<file path="src/rtl/axilite_master.sv">
// AXI4-Lite single-outstanding master: turns one cmd_* request into one AXI
// write or read transaction and returns the slave response plus its cycle count.
module axilite_master #(
  parameter int AXI_ADDRESS_WIDTH = 32,
  parameter int LAT_W             = 16
) (
  input  logic                         AXI_ACLK,
  input  logic                         axi_rstn,
  input  logic                         cmd_valid,
  output logic                         cmd_ready,
  input  logic                         cmd_write,
  input  logic [AXI_ADDRESS_WIDTH-1:0] cmd_addr,
  input  logic [31:0]                  cmd_wdata,
  input  logic [3:0]                   cmd_wstrb,
  input  logic [2:0]                   cmd_prot,
  output logic                         rsp_valid,
  input  logic                         rsp_ready,
  output logic [31:0]                  rsp_rdata,
  output logic [1:0]                   rsp_resp,
  output logic [LAT_W-1:0]             rsp_latency,
  output logic                         busy,
  output logic                         AXI_AWVALID,
  input  logic                         AXI_AWREADY,
  output logic [AXI_ADDRESS_WIDTH-1:0] AXI_AWADDR,
  output logic [2:0]                   AXI_AWPROT,
  output logic                         AXI_WVALID,
  input  logic                         AXI_WREADY,
  output logic [31:0]                  AXI_WDATA,
  output logic [3:0]                   AXI_WSTRB,
  input  logic                         AXI_BVALID,
  output logic                         AXI_BREADY,
  input  logic [1:0]                   AXI_BRESP,
  output logic                         AXI_ARVALID,
  input  logic                         AXI_ARREADY,
  output logic [AXI_ADDRESS_WIDTH-1:0] AXI_ARADDR,
  output logic [2:0]                   AXI_ARPROT,
  input  logic                         AXI_RVALID,
  output logic                         AXI_RREADY,
  input  logic [31:0]                  AXI_RDATA,
  input  logic [1:0]                   AXI_RRESP
);

  typedef enum logic [2:0] {IDLE, WR_REQ, WR_RESP, RD_REQ, RD_RESP, RSP} state_t;

  state_t                       state;
  logic [AXI_ADDRESS_WIDTH-1:0] addr_q;
  logic [2:0]                   prot_q;
  logic                         aw_done, w_done;
  logic                         aw_hs, w_hs, aw_fin, w_fin, lat_run;

  // Both AXI address channels share one registered command address.
  assign AXI_AWADDR = addr_q;
  assign AXI_ARADDR = addr_q;
  assign AXI_AWPROT = prot_q;
  assign AXI_ARPROT = prot_q;
  assign busy       = (state != IDLE);

  assign aw_hs   = AXI_AWVALID & AXI_AWREADY;
  assign w_hs    = AXI_WVALID & AXI_WREADY;
  assign aw_fin  = aw_done | aw_hs;
  assign w_fin   = w_done | w_hs;
  assign lat_run = (state == WR_REQ) || (state == WR_RESP) ||
                   (state == RD_REQ) || (state == RD_RESP);

  always_ff @(posedge AXI_ACLK or negedge axi_rstn) begin
    if (!axi_rstn) begin
      state       <= IDLE;
      cmd_ready   <= 1'b0;
      addr_q      <= '0;
      prot_q      <= '0;
      AXI_WDATA   <= '0;
      AXI_WSTRB   <= '0;
      AXI_AWVALID <= 1'b0;
      AXI_WVALID  <= 1'b0;
      AXI_BREADY  <= 1'b0;
      AXI_ARVALID <= 1'b0;
      AXI_RREADY  <= 1'b0;
      aw_done     <= 1'b0;
      w_done      <= 1'b0;
      rsp_valid   <= 1'b0;
      rsp_rdata   <= '0;
      rsp_resp    <= '0;
      rsp_latency <= '0;
    end else begin
      // Counts every AXI-phase cycle, including the final B/R handshake.
      if (lat_run && (rsp_latency != {LAT_W{1'b1}}))
        rsp_latency <= rsp_latency + 1'b1;

      case (state)
        IDLE: begin
          cmd_ready <= 1'b1;
          if (cmd_valid && cmd_ready) begin
            cmd_ready   <= 1'b0;
            addr_q      <= cmd_addr;
            prot_q      <= cmd_prot;
            AXI_WDATA   <= cmd_wdata;
            AXI_WSTRB   <= cmd_wstrb;
            rsp_latency <= '0;
            aw_done     <= 1'b0;
            w_done      <= 1'b0;
            if (cmd_write) begin
              state       <= WR_REQ;
              AXI_AWVALID <= 1'b1;
              AXI_WVALID  <= 1'b1;
            end else begin
              state       <= RD_REQ;
              AXI_ARVALID <= 1'b1;
            end
          end
        end
        WR_REQ: begin
          if (aw_hs) begin
            AXI_AWVALID <= 1'b0;
            aw_done     <= 1'b1;
          end
          if (w_hs) begin
            AXI_WVALID <= 1'b0;
            w_done     <= 1'b1;
          end
          if (aw_fin && w_fin) begin
            state      <= WR_RESP;
            AXI_BREADY <= 1'b1;
          end
        end
        WR_RESP: begin
          if (AXI_BVALID && AXI_BREADY) begin
            AXI_BREADY <= 1'b0;
            rsp_resp   <= AXI_BRESP;
            rsp_rdata  <= '0;
            rsp_valid  <= 1'b1;
            state      <= RSP;
          end
        end
        RD_REQ: begin
          if (AXI_ARVALID && AXI_ARREADY) begin
            AXI_ARVALID <= 1'b0;
            AXI_RREADY  <= 1'b1;
            state       <= RD_RESP;
          end
        end
        RD_RESP: begin
          if (AXI_RVALID && AXI_RREADY) begin
            AXI_RREADY <= 1'b0;
            rsp_rdata  <= AXI_RDATA;
            rsp_resp   <= AXI_RRESP;
            rsp_valid  <= 1'b1;
            state      <= RSP;
          end
        end
        RSP: begin
          if (rsp_ready) begin
            rsp_valid <= 1'b0;
            cmd_ready <= 1'b1;
            state     <= IDLE;
          end
        end
        default: state <= IDLE;
      endcase
    end
  end

endmodule

</file>
<file path="config.mk">
export PLATFORM = sky130hd
export DESIGN_NAME = axilite_master
export DESIGN_NICKNAME = d
export VERILOG_FILES = /design/src/rtl/axilite_master.sv
export SDC_FILE = /design/constraint.sdc
export NUM_CORES = 1
export LEC_CHECK = 0
export CELL_PAD_IN_SITES_DETAIL_PLACEMENT = 0
export CELL_PAD_IN_SITES_GLOBAL_PLACEMENT = 1
export CORE_MARGIN = 4
export CORE_UTILIZATION = 32
export DETAILED_ROUTE_END_ITERATION = 8
export PLACE_DENSITY = 0.94
export REMOVE_ABC_BUFFERS = 1
export SYNTH_ARGS = -nofsm -noshare
export SYNTH_HDL_FRONTEND = slang
export SYNTH_SLANG_ARGS = --single-unit
</file>
<file path="constraint.sdc">
create_clock -name AXI_ACLK -period 2.8 [get_ports AXI_ACLK]
set_input_delay 0.28 -clock AXI_ACLK [delete_from_list [all_inputs] [get_ports AXI_ACLK]]
set_output_delay 0.28 -clock AXI_ACLK [all_outputs]
set_load 0.005 [all_outputs]
</file>
==> summary.txt <==
Synthesis
  – Sequential fraction of the synthesis area: 57.9%
  – Most frequent cell after synthesis: nand2_1
  – Share of the synthesized area in the top cell type: 57.9%
  – Mapped cell area: 5740 um^2
  – XOR/XNOR share of the synthesized area: 0%
  – FFs w/ async S/R, synth: 100%
  – Synth area leaders: dfrtp_1 (58%), nand2_1 (15%), a22o_1 (4.9%)
  – Number of synthesized flops with an enable pin: 0
  – Simple-Gate Fraction of Synth Area: a little over a fifth
  – Yosys synthesis warning count: 0
  – Compound-Gate Fraction of Synth Area: 10.9%
  – Cells after Synth: approximately 590
  – Largest family of logic cells by synthesized area: simple AND/OR/NAND/NOR gates
  – Adder-Cell Fraction of Synth Area: 0.218%
  – Register bit total from synthesis: 133
  – Avg Cell Area, Syn: just under 10 um^2
  – Post-synthesis mux area share: 1.44%
  – Synth Flop Type: dfrtp_1
  – Top cells by count, synth: nand2_1 (233), dfrtp_1 (133), buf_4 (36), a22o_1 (32), o21ai_0 (18)
  – Distinct cells, synth: 49
  – Area leader, netlist: dfrtp_1

Clock tree
  – Clock Root Buffer: clkbuf_16
  – Cts repair resizes: 0
  – Clk slew on worst S/H paths: 60 ps
  – Clock Path Buffers: 2
  – Post-CTS setup buffer count: 0
  – Clk_lat worst skew: 410 ps
  – Total CTS buffers: 17
  – Hold buffer count at CTS: 1
  – Clk sinks: 133
  – H-tree depth: 4
  – CTS tree: yes

Worst setup path
  – Worst flop-to-flop path startpoint: state[0]
  – Worst-path fanout max: 15
  – Startpoint types: flop
  – Crit path kind: reg2out
  – CP max-delay cell: dfrtp_1
  – CP top delay family: buffers and inverters
  – R2R Setup Slk: 840 ps
  – Worst path max stage delay: approximately 530 ps
  – Crit path arrival time: 2060 ps
  – Worst setup path start: state[0]
  – RR Endpoint: rsp_latency[14]
  – Reg2reg path depth: 6
  – Crit path buf inv count: 2
  – Worst-path cell chain: nor3_2 > inv_2 > clkdlybuf4s50_1
  – CP required: 2520 ps
  – Worst setup EP type: primary output

Worst hold path
  – HP Class: in2reg
  – Cell depth of the worst hold path: 3
  – Hold Crit Endpoint: AXI_ARPROT[2]
  – Hold Crit Start: cmd_prot[2]

Run
  – Max Cap Viol: 0

Global routing
  – Initial antenna violation count: 0
  – Grt ovf: 0
  – Global-route wire length before repair: 26900 um
  – Vias in the first global route: around 5200
  – Largest net degree at the start of global routing: 83
  – GRT Overall Usage: 16.7%

Placed design
  – Port bufs: between 200 and 300
  – DP HPWL: 12000 um
  – Gpl congestion: 0.805
  – Place WS: 806 ps
  – Placement Cell Area: between 8000 and 9000 um^2
  – Inst Count DP: between 1000 and 1500

Timing
  – Final Hold Viols: 0
  – Fin crit share: 83.5%
  – Hold slack: 393 ps
  – Slew @ Worst Pin: roughly 700 ps
  – Rel. slew slack: 54.3%
  – Setup violators final: 0
  – F_max: about 430 MHz
  – Slew Viols, Final: 0
  – Unrepaired setup endpoints after global routing: no
  – Final worst slack: 461 ps
  – Minimum clock period after layout: 2340 ps
  – Worst Skew: slightly above 9 ps

Routing
  – Iter 0 DRT Violations: roughly 240
  – Number of nets still failing antenna checks after routing: 0
  – DR pass1 iterations: 4
  – DR vias: 5027
  – Routed len/inst: 15.8 um
  – Via/cell ratio: ~4.7
  – DRC viols: 0
  – WL final: 16900 um

Run status
  – Status: finished, final reports clean

Die
  – Die ar.: between 20000 and 25000 um^2
  – Starting Density: 33.0%
  – Die Height: 142 um
  – IO Count: 281
  – # rows: 48
  – Area of the core: 17400 um^2
  – Die extent in x: 142 um

Final layout
  – Nets: 949
  – Post-route cell area: 9110 um^2
  – Antenna diode count: 0
  – Filler Cell Count: 1569
  – Final std cells w/o fill: between 1000 and 1500
  – Layout area overhead: 58.6%
  – Fin util: a little over half
  – Share of cells above drive strength 1: 5.93%

Power
  – Leak Pwr: 4.15 nW
  – PD cells: 1060 nW/um^2
  – Peak supply drop: 0.537 mV
[per-stage QoR]
stage               setup TNS, ps  power, mW
floorplan                  -81620       4.67
global placement                0       7.33
detailed placement              0       7.43
CTS                             0       9.77
global route                    0       10.3
finish                          0       9.63
[state kept, by name (all words and copies together), names as in the netlist, 2 cells and up]
register	count
AXI_ARADDR	32
AXI_WDATA	32
state	3
rsp_latency	16
rsp_resp	2
rsp_rdata	32
AXI_ARPROT	3
AXI_WSTRB	4
[cell usage in the layout, fill, tap and decap left out, types with 2 or more instances in the layout]
cell type	count
clkinv_4	5
mux2i_1	6
a22o_1	32
nor2_1	9
a21oi_1	12
o31ai_1	4
and3_1	4
mux2_1	2
o21a_1	2
a211oi_1	3
a31oi_1	5
nand2b_1	2
or2_2	2
inv_6	3
dfrtp_1	133
o21ai_0	18
nand3_1	5
nor2b_1	2
or3_1	4
bufinv_16	3
buf_4	3
nand2_1	233
and4_1	2
inv_1	5
o211a_1	2
nand4_1	5
or4_1	3
buf_12	3
nor3_1	7
clkdlybuf4s50_1	279
clkbuf_16	17
a32oi_1	2
[report_power, final]
part,internal [mW],leakage (nW),switching [mW]
Clock,1.41,0.291,0.865
Sequential,2.73,1.71,0.632
Combinational,2.42,2.14,1.56
Total,6.57,4.15,3.06
[kinds of logic after synthesis]
kind of cell,count (synthesis)
adders and majority gates,1
DFF,133
and+or+nand+nor,290
AOI/OAI and AO/OA,87
buffers and inverters,72
muxes,8
[worst reg2reg max path, stage by stage (launching register included)]
cell and delay (ps):
dfrtp_1 530, nor3_2 470, inv_2 150, nor2_4 170
buf_12 290, a21o_1 170, mux2i_1 60
[final cells by class]
class | instances | area, um^2 | area share (%)
Sequential cell | 133 | 3330 | 36.5
Timing Repair Buffer | 287 | 2900 | 31.8
Multi-Input combinational cell | 386 | 1980 | 21.7
Clock buffer | 18 | 429 | 4.71
Tap cell | 225 | 282 | 3.09
Clock inverter | 13 | 173 | 1.90
Inverter | 6 | 22.5 | 0.247
[layer usage]
layer | wire length [um] | global-route usage [%] | share of wire [%] | vias to the layer above
met5 | 0 | 0 | 0 | -
met4 | 252 | 5.56 | 1.5 | 0
met3 | 1550 | 6.12 | 9.2 | 15
met2 | 8110 | 26.6 | 48 | 204
met1 | 6980 | 21.1 | 41 | 2389
li1 | - | - | - | 2419
[worst max-delay path by stage]
stage                      endpoint  slack [ps]  cells after the start
finish                         busy         460                      3
global route                   busy         340                      3
CTS                            busy         430                      3
detailed placement  rsp_latency[14]         810                      6
global placement    rsp_latency[14]         860                      6
floorplan           rsp_latency[15]       -1090                      4
Power figures use the tool's default switching activity.
